**src/rtl/gray_conv_arbiter_pkg.sv**
```systemverilog
// rtl/gray_conv_arbiter_pkg.sv - shared encodings for the gray conversion arbiter
package gray_conv_arbiter_pkg;

    localparam logic MODE_B2G = 1'b0;
    localparam logic MODE_G2B = 1'b1;

    localparam logic SRC_A = 1'b0;
    localparam logic SRC_B = 1'b1;

endpackage

```
**src/rtl/gray_bin_core.sv**
```systemverilog
// rtl/gray_bin_core.sv - combinational binary<->gray converter
module gray_bin_core
    import gray_conv_arbiter_pkg::*;
#(
    parameter int N = 4
) (
    input  logic [N-1:0] in,
    input  logic         mode,
    output logic [N-1:0] out
);

    logic [N-1:0] b2g;
    logic [N-1:0] g2b;
    logic         acc;

    assign b2g = in ^ (in >> 1);

    // Gray to binary is a running XOR from the MSB downwards.
    always_comb begin
        g2b = '0;
        acc = 1'b0;
        for (int i = N - 1; i >= 0; i--) begin
            acc    = acc ^ in[i];
            g2b[i] = acc;
        end
    end

    assign out = (mode == MODE_G2B) ? g2b : b2g;

endmodule

```
**src/rtl/gray_conv_arbiter.sv**
```systemverilog
// rtl/gray_conv_arbiter.sv - two-requester round-robin gray/binary converter with one result register
module gray_conv_arbiter
    import gray_conv_arbiter_pkg::*;
#(
    parameter int N     = 4,
    parameter int CNT_W = 8
) (
    input  logic             clk,
    input  logic             rst,
    input  logic             a_valid,
    input  logic             a_mode,
    input  logic [N-1:0]     a_data,
    output logic             a_ready,
    input  logic             b_valid,
    input  logic             b_mode,
    input  logic [N-1:0]     b_data,
    output logic             b_ready,
    output logic             rsp_valid,
    input  logic             rsp_ready,
    output logic [N-1:0]     rsp_data,
    output logic             rsp_src,
    output logic             rsp_mode,
    output logic [CNT_W-1:0] a_count,
    output logic [CNT_W-1:0] b_count
);

    logic             rsp_valid_q, rsp_valid_d;
    logic [N-1:0]     rsp_data_q,  rsp_data_d;
    logic             rsp_src_q,   rsp_src_d;
    logic             rsp_mode_q,  rsp_mode_d;
    logic             last_src_q,  last_src_d;
    logic [CNT_W-1:0] a_count_q,   a_count_d;
    logic [CNT_W-1:0] b_count_q,   b_count_d;

    logic         load_en;
    logic         grant_a;
    logic         grant_b;
    logic         sel_mode;
    logic [N-1:0] sel_data;
    logic [N-1:0] conv_data;

    // Arbitration looks only at valids, the pointer and rsp_ready.
    always_comb begin
        load_en  = !rsp_valid_q || rsp_ready;
        grant_a  = a_valid && (!b_valid || (last_src_q == SRC_B));
        grant_b  = b_valid && !grant_a;
        a_ready  = load_en && grant_a;
        b_ready  = load_en && grant_b;
        sel_mode = grant_b ? b_mode : a_mode;
        sel_data = grant_b ? b_data : a_data;
    end

    gray_bin_core #(.N(N)) u_core (
        .in   (sel_data),
        .mode (sel_mode),
        .out  (conv_data)
    );

    // Drain and load are independent so both take effect in the same cycle.
    always_comb begin
        rsp_valid_d = rsp_valid_q;
        rsp_data_d  = rsp_data_q;
        rsp_src_d   = rsp_src_q;
        rsp_mode_d  = rsp_mode_q;
        last_src_d  = last_src_q;
        a_count_d   = a_count_q;
        b_count_d   = b_count_q;
        if (rsp_valid_q && rsp_ready) begin
            rsp_valid_d = 1'b0;
            if (rsp_src_q == SRC_B) begin
                b_count_d = b_count_q + CNT_W'(1);
            end else begin
                a_count_d = a_count_q + CNT_W'(1);
            end
        end
        if (a_ready || b_ready) begin
            rsp_valid_d = 1'b1;
            rsp_data_d  = conv_data;
            rsp_src_d   = b_ready ? SRC_B : SRC_A;
            rsp_mode_d  = sel_mode;
            last_src_d  = b_ready ? SRC_B : SRC_A;
        end
    end

    always_ff @(posedge clk or posedge rst) begin
        if (rst) begin
            rsp_valid_q <= 1'b0;
            rsp_data_q  <= '0;
            rsp_src_q   <= SRC_A;
            rsp_mode_q  <= MODE_B2G;
            last_src_q  <= SRC_B;
            a_count_q   <= '0;
            b_count_q   <= '0;
        end else begin
            rsp_valid_q <= rsp_valid_d;
            rsp_data_q  <= rsp_data_d;
            rsp_src_q   <= rsp_src_d;
            rsp_mode_q  <= rsp_mode_d;
            last_src_q  <= last_src_d;
            a_count_q   <= a_count_d;
            b_count_q   <= b_count_d;
        end
    end

    assign rsp_valid = rsp_valid_q;
    assign rsp_data  = rsp_data_q;
    assign rsp_src   = rsp_src_q;
    assign rsp_mode  = rsp_mode_q;
    assign a_count   = a_count_q;
    assign b_count   = b_count_q;

endmodule
```
**config.mk**
```make
export PLATFORM = sky130hd
export DESIGN_NAME = gray_conv_arbiter
export DESIGN_NICKNAME = d
export VERILOG_FILES = /design/src/rtl/gray_conv_arbiter_pkg.sv /design/src/rtl/gray_bin_core.sv /design/src/rtl/gray_conv_arbiter.sv
export SDC_FILE = /design/constraint.sdc
export NUM_CORES = 1
export LEC_CHECK = 0
export BUFFER_PORTS_ARGS = -buffer_cell sky130_fd_sc_hd__buf_2
export CELL_PAD_IN_SITES_DETAIL_PLACEMENT = 0
export CELL_PAD_IN_SITES_GLOBAL_PLACEMENT = 1
export CORE_MARGIN = 2
export CORE_UTILIZATION = 30
export DETAILED_ROUTE_END_ITERATION = 10
export GPL_ROUTABILITY_DRIVEN = 1
export PLACE_DENSITY_LB_ADDON = 0.1
export REMOVE_ABC_BUFFERS = 1
export SLEW_MARGIN = 20
export SYNTH_ARGS = -nofsm -noshare
export SYNTH_HDL_FRONTEND = slang
export SYNTH_SLANG_ARGS = --single-unit
```
**constraint.sdc**
```tcl
create_clock -name clk -period 1.5 [get_ports clk]
set_input_delay 0.15 -clock clk [delete_from_list [all_inputs] [get_ports clk]]
set_output_delay 0.15 -clock clk [all_outputs]
set_load 0.01 [all_outputs]
```
==> flow_summary.html, run 1 <==
<table>
<tr><th>Metric</th><th>Value</th></tr>
<tr><th colspan="2">Outcome</th></tr>
<tr><td>Outcome</td><td>complete, no violations</td></tr>
<tr><th colspan="2">Critical path</th></tr>
<tr><td>Endpoint of the worst-slack reg-to-reg timing path</td><td>rsp_data[1]$_DFFE_PP0P_</td></tr>
<tr><td>Reg2Reg Setup Slack</td><td>0.08 ns</td></tr>
<tr><td>Longest individual stage delay on the worst path</td><td>0.56 ns</td></tr>
<tr><td>Worst R2R Start</td><td>last_src_q$_DFFE_PP1P_</td></tr>
<tr><td>WS Path Type</td><td>reg -&gt; reg</td></tr>
<tr><td>Path depth of the worst reg2reg path</td><td>4</td></tr>
<tr><td>Crit-path slowest cell</td><td>sky130_fd_sc_hd__dfstp_2</td></tr>
<tr><td>Largest fanout of any net on the critical path</td><td>8</td></tr>
<tr><td>Crit. End Element</td><td>flop</td></tr>
<tr><td>Combined buffer and inverter count along the critical path</td><td>0</td></tr>
<tr><td>Top delay family on crit path</td><td>flip-flops</td></tr>
<tr><td>CP required</td><td>between 1.5 and 2 ns</td></tr>
<tr><td>Crit-path cells</td><td>a21boi_4 -&gt; or3_4 -&gt; a211o_1 -&gt; o211ai_2</td></tr>
<tr><td>WP data arrival</td><td>1.61 ns</td></tr>
<tr><td>Startpoint types</td><td>flop</td></tr>
<tr><th colspan="2">Power</th></tr>
<tr><td>Overall power</td><td>2.28 mW</td></tr>
<tr><td>Static power due to leakage</td><td>0.845 nW</td></tr>
<tr><td>Largest voltage drop on the vdd net</td><td>0.693 mV</td></tr>
<tr><td>Pwr/cell area</td><td>1400 nW/µm²</td></tr>
<tr><th colspan="2">STA</th></tr>
<tr><td>Highest Clock Rate</td><td>703 MHz</td></tr>
<tr><td>Max_slew headroom</td><td>0.830</td></tr>
<tr><td>Setup TNS</td><td>0 ns</td></tr>
<tr><td>Maximum clock skew at final layout</td><td>0.00587 ns</td></tr>
<tr><td>Number of hold-slack violations in the final timing report</td><td>0</td></tr>
<tr><td>Number of max-slew violations in the final report</td><td>0</td></tr>
<tr><td>Slew at the pin closest to its max-slew limit</td><td>roughly 0.25 ns</td></tr>
<tr><td>Shortest clock period the worst path allows after layout</td><td>1.42 ns</td></tr>
<tr><td>Tcrit/Tclk final</td><td>0.949</td></tr>
<tr><td>RSZ-0062 raised after global routing</td><td>no</td></tr>
<tr><td>Setup-failing EPs final</td><td>0</td></tr>
<tr><th colspan="2">Synth</th></tr>
<tr><td>Sequential share of the synthesized area</td><td>0.489</td></tr>
<tr><td>Compound-cell area share of the yosys netlist</td><td>0.0955</td></tr>
<tr><td>Average instance area after synthesis</td><td>between 10 and 15 µm²</td></tr>
<tr><td>Post-synth top area share</td><td>0.467</td></tr>
<tr><td>Top post-synthesis cells by area</td><td>sky130_fd_sc_hd__dfrtp_1, sky130_fd_sc_hd__xor2_1, sky130_fd_sc_hd__nand2_1, sky130_fd_sc_hd__xnor2_1, sky130_fd_sc_hd__mux2i_1</td></tr>
<tr><td>Simple logic cell fraction of the synthesized area</td><td>0.178</td></tr>
<tr><td>XOR/XNOR share of the synthesized area</td><td>0.128</td></tr>
<tr><td>Combined area of all synthesized cells</td><td>around 1200 µm²</td></tr>
<tr><td>Biggest area consumer among synthesized cells</td><td>sky130_fd_sc_hd__dfrtp_1</td></tr>
<tr><td>Count of flip-flops with a built-in enable after synthesis</td><td>0</td></tr>
<tr><td>Adder and majority gate portion of the synthesized area</td><td>0.0203</td></tr>
<tr><td>Largest family of logic cells by synthesized area</td><td>simple AND/OR/NAND/NOR gates</td></tr>
<tr><td>Flip-flop cell with the highest count after synthesis</td><td>sky130_fd_sc_hd__dfrtp_1</td></tr>
<tr><td>Synthesis Warnings</td><td>0</td></tr>
<tr><td>Async set-or-reset flop fraction in the synthesized netlist</td><td>1.00</td></tr>
<tr><td>Synth unique cells</td><td>34</td></tr>
<tr><td>Cells after Synth</td><td>112</td></tr>
<tr><td>Number of synthesized register bits</td><td>24</td></tr>
<tr><td>Mux cell area share after synthesis</td><td>0.0589</td></tr>
<tr><th colspan="2">Clock network</th></tr>
<tr><td>Root buf cell</td><td>sky130_fd_sc_hd__clkbuf_8</td></tr>
<tr><td>Maximum clock insertion buffer count</td><td>2</td></tr>
<tr><td>Clock transition time at the flip-flop clock pins of the worst setup and hold paths</td><td>0.08 ns</td></tr>
<tr><td>Clock latency at the later pin of the worst-skew pair</td><td>~0.27 ns</td></tr>
<tr><td>H-tree levels</td><td>1</td></tr>
<tr><td>Clock tree from TritonCTS</td><td>built</td></tr>
<tr><td>Count of clock tree sinks</td><td>24</td></tr>
<tr><td>Number of CTS-inserted buffers</td><td>3</td></tr>
<tr><th colspan="2">Die</th></tr>
<tr><td>Standard-cell row count</td><td>23</td></tr>
<tr><td>Core Footprint</td><td>3970 µm²</td></tr>
<tr><td>Die area</td><td>4630 µm²</td></tr>
<tr><td>Initial core utilization</td><td>0.310</td></tr>
<tr><td>Number of top-level pins</td><td>40</td></tr>
<tr><td>Horiz. Die Dim</td><td>68.1 µm</td></tr>
<tr><td>Die Ht</td><td>just under 70 µm</td></tr>
<tr><th colspan="2">Final layout</th></tr>
<tr><td>Most common cell after layout, fill and taps aside</td><td>sky130_fd_sc_hd__buf_2</td></tr>
<tr><td>Final cell count without fillers</td><td>212</td></tr>
<tr><td>Number of diodes added for antenna fixing</td><td>0</td></tr>
<tr><td>Final cell utilization of the core</td><td>0.410</td></tr>
<tr><td>Net count reported at finish</td><td>180</td></tr>
<tr><td>Top library cells by usage in the layout, fill and taps aside</td><td>sky130_fd_sc_hd__buf_2, sky130_fd_sc_hd__dfrtp_1, sky130_fd_sc_hd__nand2_1, sky130_fd_sc_hd__xor2_1, sky130_fd_sc_hd__buf_4</td></tr>
<tr><td>Growth of design area from synthesis to finish</td><td>32.2%</td></tr>
<tr><td>Fill cell count</td><td>415</td></tr>
<tr><td>Share of layout cells above drive strength 1</td><td>0.401</td></tr>
<tr><th colspan="2">Place</th></tr>
<tr><td>Final Wtd Congestion</td><td>0.684</td></tr>
<tr><td>Port Buffer Count</td><td>39</td></tr>
<tr><td>Cell count after placement</td><td>204</td></tr>
<tr><td>DP HPWL</td><td>1.97 mm</td></tr>
<tr><th colspan="2">Global route</th></tr>
<tr><td>Pin count of the biggest net entering global routing</td><td>16</td></tr>
<tr><td>Overall global routing resource usage</td><td>0.121</td></tr>
<tr><td>Global route overflow</td><td>0</td></tr>
<tr><td>First-pass GRT wire length</td><td>4.31 mm</td></tr>
<tr><td>Antenna violations before repair</td><td>0</td></tr>
<tr><td>Vias in the first global route</td><td>935</td></tr>
<tr><th colspan="2">Run</th></tr>
<tr><td>Max-cap check violation count</td><td>0</td></tr>
<tr><th colspan="2">Min path</th></tr>
<tr><td>End of the worst hold path</td><td>last_src_q$_DFFE_PP1P_</td></tr>
<tr><td>Path type of the worst min-delay path</td><td>in -&gt; reg</td></tr>
<tr><td>Start point of the worst min-delay path</td><td>a_valid</td></tr>
<tr><td>Hold-critical path depth</td><td>2</td></tr>
<tr><th colspan="2">Route</th></tr>
<tr><td>Vias per Instance</td><td>4.54</td></tr>
<tr><td>Total via count in the routed design</td><td>963</td></tr>
<tr><td>Number of design-rule violations left by the first detailed-router iteration</td><td>22</td></tr>
<tr><td>Sum of routed wire length over all layers</td><td>around 2.5 mm</td></tr>
<tr><td>Count of TritonRoute iterations in the first routing pass</td><td>4</td></tr>
<tr><td>Routed length per placed instance</td><td>11.9 µm</td></tr>
<tr><td>Remaining antenna violation count</td><td>0</td></tr>
<tr><td>Number of design rule violations left after detail routing</td><td>0</td></tr>
</table>
-- final cells by class --
type                       count  area (µm²)  share of cell area
tap                           50        62.6              0.0384
multi-input combinational     83         612               0.376
timing repair buffer          49         273               0.168
clock inverter                 1        30.0              0.0184
inverter                       2        7.51             0.00461
clock buffer                   3        41.3              0.0254
sequential                    24         602               0.370
-- where the power goes --
group,internal [mW],switching [mW]
Sequential,0.821,0.186
Clock,0.357,0.203
Combinational,0.357,0.354
-- logic make-up after synthesis --
logic type / Yosys count
simple gates: 40
mux: 7
compound gates: 16
fa+ha+maj: 2
buf+inv: 5
flops: 24
xor+xnor: 18
-- registers in the layout, indices dropped and copies added, names as in the netlist --
register and flops:
a_count 8, rsp_src 1, last_src_q 1, rsp_valid 1, rsp_mode 1, rsp_data 4, b_count 8
-- what timing repair did --
action | CTS | global route
endpoints found under the setup margin | 1 | 4
hold buffers | 1 | 0
setup buffers | 1 | 2
gates resized for setup | 0 | 4
hold endpoints to repair | 23 | 0
cloned | 0 | 0
pin swaps | 0 | 4
-- metrics by stage --
| step | hold WS [ns] | worst slack (ns) | instance area [µm²] |
|---|---|---|---|
| 2_1_floorplan | 0.164 | 0.0191 | 1200 |
| 3_3_place_gp | 0.148 | 0.0665 | 1500 |
| 3_5_place_dp | 0.153 | 0.0337 | 1500 |
| 4_1_cts | 0.0769 | 0.00439 | 1590 |
| 5_1_grt | 0.122 | 0.00556 | 1630 |
| 6_report | 0.115 | 0.0768 | 1630 |
-- layer usage --
layer  wire (µm)  part of all wire  up-vias  GRT usage
li1            -                 -      485          -
met1        1140              0.45      454      0.145
met2        1260              0.50       20      0.211
met3         109             0.043        4     0.0345
met4          21            0.0083        0     0.0300
met5           0                 0        -          0
-- worst register-to-register path, cell delays in order, from the launching register on --
cell	delay, ns
sky130_fd_sc_hd__dfstp_2	0.56
sky130_fd_sc_hd__a21boi_4	0.09
sky130_fd_sc_hd__or3_4	0.34
sky130_fd_sc_hd__a211o_1	0.30
sky130_fd_sc_hd__o211ai_2	0.06
-- synth_stat cells, drive strengths merged (2+ instances only) --
master and n:
nor2 4, mux2 2, ha 2, buf 3, nand4 4, and3 2, a21oi 3, inv 2
nand2 18, nor3 2, a21boi 2, mux2i 5, and3b 2, dfrtp 23, xnor2 7, o21ai 5
or2b 2, xor2 11
-- how the worst max path moves through the flow --
stage / start / end / slack [ns] / cells after the start
floorplan: rsp_valid$_DFFE_PP0P_ / rsp_data[1]$_DFFE_PP0P_ / 0.02 / 4
global placement: last_src_q$_DFFE_PP1P_ / rsp_data[1]$_DFFE_PP0P_ / 0.07 / 4
detailed placement: last_src_q$_DFFE_PP1P_ / rsp_data[1]$_DFFE_PP0P_ / 0.03 / 4
CTS: last_src_q$_DFFE_PP1P_ / b_ready / 0.004 / 3
global route: last_src_q$_DFFE_PP1P_ / rsp_data[1]$_DFFE_PP0P_ / 0.006 / 4
finish: last_src_q$_DFFE_PP1P_ / rsp_data[1]$_DFFE_PP0P_ / 0.08 / 4
No activity file was read; power rests on OpenSTA's default activity.
==> inputs of run 2 (changes only) <==
--- a/config.mk
+++ b/config.mk
@@ -5,12 +5,13 @@
 export SDC_FILE = /design/constraint.sdc
 export NUM_CORES = 1
 export LEC_CHECK = 0
-export BUFFER_PORTS_ARGS = -buffer_cell sky130_fd_sc_hd__buf_2
 export CELL_PAD_IN_SITES_DETAIL_PLACEMENT = 0
 export CELL_PAD_IN_SITES_GLOBAL_PLACEMENT = 1
 export CORE_MARGIN = 2
 export CORE_UTILIZATION = 30
+export CTS_CLUSTER_DIAMETER = 30
 export DETAILED_ROUTE_END_ITERATION = 10
+export DONT_BUFFER_PORTS = 1
 export GPL_ROUTABILITY_DRIVEN = 1
 export PLACE_DENSITY_LB_ADDON = 0.1
 export REMOVE_ABC_BUFFERS = 1
==> run 2 against run 1 <==
  * Hold slack worse by 0.091 ns
  * Via count fell by 13%
  * Count of clock-buffer cells in the layout stayed put
  * Critical endpoint unchanged
  * Final cell count down 18%
  * Critical path depth stayed put
  * Register-to-register slack gained 0.03 ns
  * Core utilization down 5.2 points
  * Die area unchanged
  * Routed wire length decreased by 2.1%
  * Clock skew decreased by 0.0032 ns
  * Combinational power decreased by 34%
  * Clock power is 3% higher
==> flow_summary.html, run 2 (synthesized netlist as in run 1, its figures left out) <==
<table>
<tr><th>Metric</th><th>Value</th></tr>
<tr><th colspan="2">Place</th></tr>
<tr><td>Final Wtd Congestion</td><td>0.689</td></tr>
<tr><td>Cell count after placement</td><td>roughly 170</td></tr>
<tr><td>DP HPWL</td><td>1.92 mm</td></tr>
<tr><td>Port Buffer Count</td><td>0</td></tr>
<tr><th colspan="2">Global route</th></tr>
<tr><td>Global-route track usage on met2</td><td>0.197</td></tr>
<tr><td>Global-route met1 utilization</td><td>0.126</td></tr>
<tr><td>Vias in the first global route</td><td>823</td></tr>
<tr><td>Highest-utilization routing layer at the global route stage</td><td>met2</td></tr>
<tr><td>Overall global routing resource usage</td><td>0.112</td></tr>
<tr><td>Pin count of the biggest net entering global routing</td><td>16</td></tr>
<tr><td>First-pass GRT wire length</td><td>3.87 mm</td></tr>
<tr><td>Antenna violations before repair</td><td>0</td></tr>
<tr><td>Global route overflow</td><td>0</td></tr>
<tr><td>Met3 routing resource usage after global routing</td><td>0.0477</td></tr>
<tr><th colspan="2">STA</th></tr>
<tr><td>Highest Clock Rate</td><td>719 MHz</td></tr>
<tr><td>Slew at the pin closest to its max-slew limit</td><td>0.406 ns</td></tr>
<tr><td>Setup TNS</td><td>0 ns</td></tr>
<tr><td>Number of max-slew violations in the final report</td><td>0</td></tr>
<tr><td>Shortest clock period the worst path allows after layout</td><td>1.39 ns</td></tr>
<tr><td>Tcrit/Tclk final</td><td>0.927</td></tr>
<tr><td>Setup-failing EPs final</td><td>0</td></tr>
<tr><td>RSZ-0062 raised after global routing</td><td>no</td></tr>
<tr><td>Number of hold-slack violations in the final timing report</td><td>0</td></tr>
<tr><td>Maximum clock skew at final layout</td><td>0.00263 ns</td></tr>
<tr><td>Max_slew headroom</td><td>0.729</td></tr>
<tr><th colspan="2">Power</th></tr>
<tr><td>Static power due to leakage</td><td>0.671 nW</td></tr>
<tr><td>Pwr/cell area</td><td>~1500 nW/µm²</td></tr>
<tr><td>Largest voltage drop on the vdd net</td><td>between 0.6 and 0.7 mV</td></tr>
<tr><th colspan="2">Die</th></tr>
<tr><td>Die area</td><td>4630 µm²</td></tr>
<tr><td>Core Footprint</td><td>3970 µm²</td></tr>
<tr><td>Number of top-level pins</td><td>40</td></tr>
<tr><td>Standard-cell row count</td><td>23</td></tr>
<tr><td>Initial core utilization</td><td>0.310</td></tr>
<tr><td>Die Ht</td><td>about 68 µm</td></tr>
<tr><td>Horiz. Die Dim</td><td>between 60 and 70 µm</td></tr>
<tr><th colspan="2">Clock network</th></tr>
<tr><td>Clock transition time at the flip-flop clock pins of the worst setup and hold paths</td><td>0.09 ns</td></tr>
<tr><td>Clock tree from TritonCTS</td><td>built</td></tr>
<tr><td>Maximum clock insertion buffer count</td><td>2</td></tr>
<tr><td>Root buf cell</td><td>sky130_fd_sc_hd__clkbuf_8</td></tr>
<tr><td>Count of clock tree sinks</td><td>24</td></tr>
<tr><td>H-tree levels</td><td>1</td></tr>
<tr><td>Clock latency at the later pin of the worst-skew pair</td><td>between 0.2 and 0.3 ns</td></tr>
<tr><td>Post CTS Setup Buffer Count</td><td>0</td></tr>
<tr><td>Number of CTS-inserted buffers</td><td>3</td></tr>
<tr><th colspan="2">Final layout</th></tr>
<tr><td>Share of layout cells above drive strength 1</td><td>0.187</td></tr>
<tr><td>Final cell count without fillers</td><td>173</td></tr>
<tr><td>Growth of design area from synthesis to finish</td><td>15.5%</td></tr>
<tr><td>Fill cell count</td><td>405</td></tr>
<tr><td>Most common cell after layout, fill and taps aside</td><td>sky130_fd_sc_hd__dfrtp_1</td></tr>
<tr><td>Net count reported at finish</td><td>141</td></tr>
<tr><td>Area used by multi-input combinational logic</td><td>599 µm²</td></tr>
<tr><td>Number of diodes added for antenna fixing</td><td>0</td></tr>
<tr><td>Register area</td><td>602 µm²</td></tr>
<tr><td>Top library cells by usage in the layout, fill and taps aside</td><td>sky130_fd_sc_hd__dfrtp_1, sky130_fd_sc_hd__nand2_1, sky130_fd_sc_hd__xor2_1, sky130_fd_sc_hd__buf_4, sky130_fd_sc_hd__xnor2_1</td></tr>
<tr><th colspan="2">Critical path</th></tr>
<tr><td>Worst setup path startpoint</td><td>last_src_q$_DFFE_PP1P_</td></tr>
<tr><td>Reg2Reg Setup Slack</td><td>0.11 ns</td></tr>
<tr><td>Worst R2R Start</td><td>last_src_q$_DFFE_PP1P_</td></tr>
<tr><td>WP data arrival</td><td>1.59 ns</td></tr>
<tr><td>CP required</td><td>1.70 ns</td></tr>
<tr><td>Path depth of the worst reg2reg path</td><td>4</td></tr>
<tr><td>WS Path Type</td><td>reg -&gt; reg</td></tr>
<tr><td>Crit. End Element</td><td>flop</td></tr>
<tr><td>Startpoint types</td><td>flop</td></tr>
<tr><td>Largest fanout of any net on the critical path</td><td>8</td></tr>
<tr><td>Endpoint of the worst-slack reg-to-reg timing path</td><td>rsp_data[1]$_DFFE_PP0P_</td></tr>
<tr><td>Critical Path Sink</td><td>rsp_data[1]$_DFFE_PP0P_</td></tr>
<tr><th colspan="2">Run</th></tr>
<tr><td>Max-cap check violation count</td><td>0</td></tr>
<tr><th colspan="2">Route</th></tr>
<tr><td>Total via count in the routed design</td><td>841</td></tr>
<tr><td>Number of design rule violations left after detail routing</td><td>0</td></tr>
<tr><td>Sum of routed wire length over all layers</td><td>2.48 mm</td></tr>
<tr><td>Number of design-rule violations left by the first detailed-router iteration</td><td>51</td></tr>
<tr><td>Remaining antenna violation count</td><td>0</td></tr>
<tr><td>Vias per Instance</td><td>4.86</td></tr>
<tr><td>Count of TritonRoute iterations in the first routing pass</td><td>4</td></tr>
<tr><td>Routed length per placed instance</td><td>14.3 µm</td></tr>
<tr><th colspan="2">Min path</th></tr>
<tr><td>Path type of the worst min-delay path</td><td>in -&gt; reg</td></tr>
<tr><th colspan="2">Outcome</th></tr>
<tr><td>Outcome</td><td>complete, no violations</td></tr>
</table>
## run 2: changes by cell type in the layout (fill, tap and decap cells not counted), sizes merged
cell / before / now
buf: 48 / 8
dlygate4sd3: 1 / 2
## run 2: metrics by stage
step | worst slack, ns | hold WS (ns) | cell area (µm²) | util | total power [mW]
6_report | 0.110 | 0.0242 | 1420 | 0.358 | 2.14
5_1_grt | 0.0106 | 0.0225 | 1420 | 0.358 | 2.27
4_1_cts | 0.0252 | 0.0160 | 1420 | 0.356 | 2.16
3_5_place_dp | 0.0559 | 0.0604 | 1320 | 0.333 | 1.58
3_3_place_gp | 0.0734 | 0.0513 | 1320 | 0.333 | 1.56
2_1_floorplan | 0.0191 | 0.164 | 1200 | - | 1.39
## run 2: how the worst min path moves through the flow
stage	slack, ns	startpoint	depth (start not counted)	endpoint
after floorplan	0.16	rst	1	a_count[0]$_DFFE_PP0P_
after global placement	0.05	rst	1	a_count[4]$_DFFE_PP0P_
after detailed placement	0.06	rst	1	a_count[4]$_DFFE_PP0P_
after CTS	0.02	b_valid	2	last_src_q$_DFFE_PP1P_
after global routing	0.02	b_valid	2	last_src_q$_DFFE_PP1P_
final	0.02	b_valid	2	last_src_q$_DFFE_PP1P_
## run 2: critical path, stage by stage (launching register included)
cell                       delay, ns
sky130_fd_sc_hd__dfstp_2        0.56
sky130_fd_sc_hd__a21boi_4       0.08
sky130_fd_sc_hd__or3_1          0.33
sky130_fd_sc_hd__a211o_1        0.28
sky130_fd_sc_hd__o211ai_2       0.07
## run 2: layout make-up
class	count	share of cell area
flip-flops and latches	24	0.423
multi-input cells	83	0.421
inverters	2	0.00528
repair buffers	10	0.0563
well taps	50	0.0440
clock inverters	1	0.0211
clock buffers	3	0.0290
## run 2: layer usage
| metal | up-vias | part of all wire |
|---|---|---|
| met4 | 0 | 0.0073 |
| li1 | 403 | - |
| met3 | 2 | 0.073 |
| met2 | 23 | 0.50 |
| met1 | 413 | 0.41 |
| met5 | - | 0 |
## run 2: where the power goes
group          switching, mW  internal, mW
Combinational          0.221         0.245
Clock                  0.220         0.357
Sequential             0.275         0.820
## run 2: what timing repair did
action                                 in CTS  in global routing
resized for setup                           0                  1
setup endpoints to repair                   0                  1
hold buffers                                2                  0
endpoints found under the hold margin       9                  0
